**config.mk**
```make
export PLATFORM = sky130hd
export DESIGN_NAME = muldiv_arbiter
export DESIGN_NICKNAME = d
export VERILOG_FILES = /design/src/rtl/muldiv_arbiter.sv
export SDC_FILE = /design/constraint.sdc
export NUM_CORES = 1
export LEC_CHECK = 0
export CELL_PAD_IN_SITES_DETAIL_PLACEMENT = 1
export CELL_PAD_IN_SITES_GLOBAL_PLACEMENT = 2
export CORE_ASPECT_RATIO = 0.9
export CORE_MARGIN = 5
export CORE_UTILIZATION = 24
export CTS_CLUSTER_DIAMETER = 150
export DETAILED_ROUTE_END_ITERATION = 10
export PLACE_DENSITY_LB_ADDON = 0.1
export SETUP_SLACK_MARGIN = 0.02
export SYNTH_ARGS = -nofsm -noshare
export SYNTH_HDL_FRONTEND = slang
export SYNTH_SLANG_ARGS = --single-unit
```
**constraint.sdc**
```tcl
create_clock -name clk -period 2.2 [get_ports clk]
set_input_delay 0.44 -clock clk [delete_from_list [all_inputs] [get_ports clk]]
set_output_delay 0.44 -clock clk [all_outputs]
set_load 0.01 [all_outputs]
```
**src/rtl/muldiv_arbiter.sv**
```systemverilog
// Purpose: round-robin sequencer sharing one multiplier between two requesters.
// Latency: ack one cycle after the grant edge, done/res MUL_LAT+2 cycles after it.
// Backpressure: requests wait without ack while busy; one operation per MUL_LAT+3 cycles.
module muldiv_arbiter #(
  parameter int WIDTH   = 8,
  parameter int MUL_LAT = 8
) (
  input  logic               clk,
  input  logic               rst_n,
  input  logic               req0,
  input  logic [WIDTH-1:0]   a0,
  input  logic [WIDTH-1:0]   b0,
  output logic               ack0,
  output logic               done0,
  output logic [2*WIDTH-1:0] res0,
  input  logic               req1,
  input  logic [WIDTH-1:0]   a1,
  input  logic [WIDTH-1:0]   b1,
  output logic               ack1,
  output logic               done1,
  output logic [2*WIDTH-1:0] res1,
  output logic               mul_en,
  output logic [WIDTH-1:0]   mul_a,
  output logic [WIDTH-1:0]   mul_b,
  input  logic [2*WIDTH-1:0] mul_out,
  output logic               busy
);

  typedef enum logic [1:0] {IDLE, LOAD, RUN, DONE} state_t;

  localparam logic [7:0] CNT_LAST = 8'(MUL_LAT - 1);

  state_t     state;
  state_t     state_nxt;
  logic [7:0] cnt;
  logic       owner;
  logic       last;
  logic       grant_port;
  logic       any_req;

  assign any_req = req0 | req1;

  // Round-robin pick: a lone requester wins, a tie goes to the port that did not win last.
  always_comb begin
    grant_port = 1'b0;
    if (req0 && req1) grant_port = ~last;
    else              grant_port = req1;
  end

  // State register.
  always_ff @(posedge clk) begin
    if (!rst_n) state <= IDLE;
    else        state <= state_nxt;
  end

  // Next-state and state-decoded outputs; ack/done are steered to the recorded owner.
  always_comb begin
    state_nxt = state;
    ack0      = 1'b0;
    ack1      = 1'b0;
    done0     = 1'b0;
    done1     = 1'b0;
    mul_en    = 1'b0;
    busy      = 1'b1;
    case (state)
      IDLE: begin
        busy = 1'b0;
        if (any_req) state_nxt = LOAD;
      end
      LOAD: begin
        ack0      = ~owner;
        ack1      = owner;
        state_nxt = RUN;
      end
      RUN: begin
        mul_en = 1'b1;
        if (cnt == CNT_LAST) state_nxt = DONE;
      end
      DONE: begin
        done0     = ~owner;
        done1     = owner;
        state_nxt = IDLE;
      end
      default: state_nxt = IDLE;
    endcase
  end

  // Datapath: operands latch only on a grant, product captured on the last RUN edge.
  always_ff @(posedge clk) begin
    if (!rst_n) begin
      cnt   <= 8'd0;
      owner <= 1'b0;
      last  <= 1'b1;
      mul_a <= '0;
      mul_b <= '0;
      res0  <= '0;
      res1  <= '0;
    end else begin
      case (state)
        IDLE: begin
          if (any_req) begin
            owner <= grant_port;
            mul_a <= grant_port ? a1 : a0;
            mul_b <= grant_port ? b1 : b0;
          end
        end
        LOAD: cnt <= 8'd0;
        RUN: begin
          cnt <= cnt + 8'd1;
          if (cnt == CNT_LAST) begin
            last <= owner;
            if (owner) res1 <= mul_out;
            else       res0 <= mul_out;
          end
        end
        default: ;
      endcase
    end
  end

endmodule

```
### Word-level counts from Yosys, hierarchy flattened

Index checks and enable logic that the tools add are counted.

| storage, ports and cells | value |
|---|---|
| logic and storage cells | 39 |
| output and inout bits | 54 |
| register bits | 60 |
| input bits | 52 |

| operators by class | value |
|---|---|
| bitwise logic cells | 3 |
| $add $sub $neg | 1 |
| equal/unequal tests | 6 |
| reductions and logical operators | 8 |
| muxes and demuxes | 13 |

Operators by type and width:

| cell | count |
|---|---|
| $mux 8 | 2 |
| $pmux 8 s2 | 1 |
| $add 8x1->8 const B | 1 |
| $eq 8x3->1 const B | 1 |
| $pmux 2 s4 | 1 |
| $mux 1 | 7 |
| $reduce_and 2->1 | 3 |
| $reduce_and 3->1 | 2 |
| $eq 2x2->1 const B | 2 |
| $mux 2 | 2 |
| $ne 2x2->1 const B | 2 |
| $eq 2x1->1 const B | 1 |
| $logic_not 2->1 | 1 |
| $not 1->1 | 2 |
| $reduce_bool 2->1 | 1 |
| $logic_and 1x1->1 | 1 |
| $or 1x1->1 | 1 |

### Longest topological paths before layout

| logic depth | value |
|---|---|
| word-level depth | 3 |
| gate-level depth with buffers | 6 |
| depth with buffers taken out | 5 |

### Least setup slack after synthesis

Ideal clock, no wire load.

| path | value |
|---|---|
| kind | reg2reg |
| from | register state[0] |
| to | register cnt[7] |
| stages on the path, launching flop included | 7 |
| slack | 0.343 ns |
| buffers on the path | 1 |
| setup time | 0.072 ns |
| required time | 2.128 ns |
| arrival time | 1.785 ns |
| clock period less this slack | 1.857 ns |
| cell sequence | dfxtp_1 -> inv_1 -> ha_1 -> clkbuf_1 -> nand4_1 -> or4_1 -> a21oi_1 |

| on the way | value |
|---|---|
| word-level cells in the longest chain between the ends | 2 |
| elaborated cells on any way between the ends | 4 |
| those cells by class | 2 x eq/ne; 1 x mux; 1 x reduce/logical |

RTL lines:

| what | RTL line | source |
|---|---|---|
| start: declaration | 33 | `state_t state;` |
| start signal: assignment | 53 | `else state <= state_nxt;` |
| $eq 2x2->1 or $eq 2x1->1 (tied branches) | 99 | `case (state)` |
| $pmux 8 s2 or $reduce_bool 2->1 (tied branches) | -- |  |
| end signal: assignment | 109 | `cnt <= cnt + 8'd1;` |
| end: declaration | 35 | `logic [7:0] cnt;` |

Parallel ways exist; a longest one is shown, timed or not.
A chain may end at the register's enable or synchronous reset.

### Worst setup path after layout

| path | value |
|---|---|
| from | register state[0] |
| to | output port mul_en |

| on the way | value |
|---|---|
| word-level cells in the longest chain between the ends | 2 |

RTL lines:

| what | RTL line | source |
|---|---|---|
| $eq 2x2->1 | 65 | `case (state)` |
| $mux 1 | 65 |  |
| end: declaration | 22 | `output logic mul_en,` |

No other way between the ends.

==> summary.txt <==
Status
  • Status: finished, final reports clean

Floorplanning
  • # IOs: 106
  • Starting density of the core: 0.242
  • Die height: 108 um
  • Core area: between 10000 and 15000 sq um
  • # rows: 36
  • Die footprint: between 10000 and 15000 sq um
  • Die extent in x: around 120 um

Yosys
  • Register area share after synthesis: 0.465
  • Post-synth top area cell: dfxtp_1
  • Mapped Nets: 332
  • Compound-Gate Fraction of Synth Area: 0.0960
  • EDFF count, synth: 0
  • Mapped Area: 2580 sq um
  • Top cells by area, synth: dfxtp_1 (47%), mux2i_1 (19%), nand2_1 (8.0%)
  • Synth Area in XOR/XNOR: 0.0136
  • Synth Instances: 273
  • Yosys Warn Count: 0
  • Number of synthesized register bits: 60
  • Simple-gate share of the synthesized area: 0.162
  • Netlist cell types: 35
  • Primary FF master, synth: dfxtp_1
  • Top post-synthesis cells by count: dfxtp_1 (60), nand2_1 (55), mux2i_1 (49)
  • Mux contribution to synthesized area: 0.190
  • Synthesized-area fraction occupied by adder cells: 0.0339
  • Synth async-reset ratio: 0
  • Yosys top cell area share: 0.465
  • Largest family of logic cells by synthesized area: multiplexers
  • Syn Area/Cell: 9.46 sq um
  • Most common cell in the synthesized netlist: dfxtp_1

Layout
  • Ratio of cells with drive above 1 in the final layout: 0.0681
  • Post-Layout Cell Count: ~500
  • Diode count: 0
  • Area delta synth->final: 58.2%
  • Final #Nets: 437

Clock tree
  • Clk_lat worst skew: 320 ps
  • CTS tree: done
  • Root buffer cell: clkbuf_16
  • Clock tree buffer depth: 2
  • CTS Buf Count: 9
  • Reg clk slew, reported paths: 50 ps
  • H-tree Lvls: 3
  • Hold buffer count at cts: 0
  • Setup repair bufs after CTS: 0
  • CTS sink cnt: 60

Route
  • Via count: around 2.3k
  • Drt wl/cell: 14.8 um
  • Vias/cell: 4.48
  • DR DRC count: 0
  • Iteration-0 DRC count of the detailed router: 78
  • Final wirelength: 7640 um
  • Antenna viol nets, final: 0
  • Drt first pass iters: 4

Placement
  • Gpl congestion: 0.687
  • Post-placement cell count: 500
  • Final HPWL DP: 5510 um
  • Port bufs: about 110

Worst setup path
  • Crit path DAT: 1630 ps
  • Slowest stage delay, CP: 580 ps
  • Crit path kind: reg2out
  • Crit path capture type: output pin
  • CP Cell Sequence: inv_1 -> ha_1 -> clkdlybuf4s50_1
  • Critical path startpoint category: flip-flop
  • Crit-path leading delay family: buffers and inverters
  • Critical path's slowest cell: clkdlybuf4s50_1
  • R2R setup slack: 390 ps
  • Reg2Reg Depth: 5
  • Worst R2R End: res0[6]$_SDFFE_PN0P_
  • Worst path required time: 1760 ps
  • Crit path max fanout: 7
  • R2r startpoint: cnt[0]$_SDFFE_PN0P_
  • Worst path bufs/invs: 2

Power
  • Leak pwr: 0.00158 uW
  • PwrDens: 888 nW/um^2
  • VDD IR max: 0.357 mV
  • PnR Total Power: 3630 uW

Global routing
  • GRT busiest layer: met2
  • Initial antenna violation count: 0
  • Total track usage: 0.124
  • Met1 Usage GRT: 0.143
  • M3 GR Usage: 0.0601
  • First-pass GRT wire length: 12600 um
  • Largest net degree at the start of global routing: 66
  • Met2 usage in global routing: 0.205
  • GRT overflow: 0
  • Vias in the first global route: 2479

Hold path
  • Hold_sp: res0[7]$_SDFFE_PN0P_
  • Hold Path Sink: res0[7]$_SDFFE_PN0P_
  • Hold path depth: 2
  • Hold/Removal Path Class: reg2reg

STA
  • Period utilisation layout: 0.942
  • Max_slew headroom: 0.682
  • Final worst clock skew: around 6.6 ps
  • Final Setup Violations: 0
  • RSZ-0062 raised after global routing: false
  • Max-slew violations: 0
  • Min Tclk post-route: 2070 ps
  • Fmax: 483 MHz
  • Hold Vio Cnt, Final: 0
  • Sum of negative setup slack: 0 ps
  • Slew @ Worst Pin: 476 ps

Run
  • Max Cap Viol: 0
-- flip-flops by register name, summed over array words and instances (netlist names) --
name   flops
res0      16
cnt        8
state      2
last       1
mul_b      8
owner      1
res1      16
mul_a      8
-- stage by stage --
step | hold WS (ps) | utilization | area, sq um | setup slack, ps
after CTS | 458 | 0.382 | 4080 | 52.2
after global placement | 443 | 0.355 | 3790 | 413
after floorplan | 447 | - | 2580 | 343
after global routing | 481 | 0.382 | 4080 | 43.9
final | 455 | 0.382 | 4080 | 129
after detailed placement | 449 | 0.355 | 3790 | 357
-- power by group --
group	internal [uW]	switching (uW)
Combinational	498	460
Clock	899	457
Sequential	1230	85.5
-- cell families (layout without fill, tap and decap cells) --
| group | Yosys count | count (layout) |
|---|---|---|
| muxes | 49 | 49 |
| adders and majority gates | 7 | 7 |
| and+or+nand+nor | 86 | 86 |
| AOI/OAI and AO/OA | 46 | 46 |
| buffers and inverters | 21 | 130 |
| xor gates and xnor gates | 4 | 4 |
| DFF | 60 | 60 |
-- layout by cell type, fill, tap and decap left out, drive strengths merged, types with 7 or more instances in the layout --
cell / n
clkbuf: 13
o21ai: 19
dfxtp: 60
buf: 7
ha: 7
nand2: 55
mux2i: 49
nor2: 7
a21oi: 21
clkdlybuf4s50: 104
-- per-layer routing --
metal	share of wire	vias up
met5	0	-
met4	0.012	0
met3	0.088	8
met2	0.49	58
met1	0.41	1093
li1	-	1148
-- worst reg2reg max path: cells and delay by family (launching register included) --
| kind | cells | cell delay [ps] |
|---|---|---|
| AND/OR/NAND/NOR | 2 | 710 |
| flip-flops | 1 | 390 |
| adder cells (fa/ha/maj) | 1 | 220 |
| multiplexers | 1 | 220 |
| buffers and inverters | 1 | 200 |
-- final cells by class --
cell class / instances / area, sq um
Fill cell: 1225 / 6590
Multi-Input combinational cell: 192 / 1280
Sequential cell: 60 / 1200
Timing Repair Buffer: 111 / 1130
Clock buffer: 13 / 250
Tap cell: 133 / 166
Clock inverter: 2 / 35.0
Inverter: 4 / 15.0
-- worst max-delay path by stage --
stage | slack [ps] | depth (start not counted) | end | start
floorplan | 340 | 6 | cnt[7]$_SDFFE_PN0P_ | state[0]$_SDFFE_PN0P_
global placement | 410 | 5 | mul_b[0]$_SDFFE_PN0P_ | req1
detailed placement | 360 | 3 | state[0]$_SDFFE_PN0P_ | req0
CTS | 50 | 4 | ack1 | state[1]$_SDFFE_PN0P_
global route | 40 | 4 | ack0 | state[1]$_SDFFE_PN0P_
finish | 130 | 3 | mul_en | state[0]$_SDFFE_PN0P_
-- timing repair --
action / CTS / global route
hold endpoints to repair: 0 / 0
setup endpoints to repair: 0 / 3
resized for setup: 0 / 2
(Power assumes the default switching activity.)
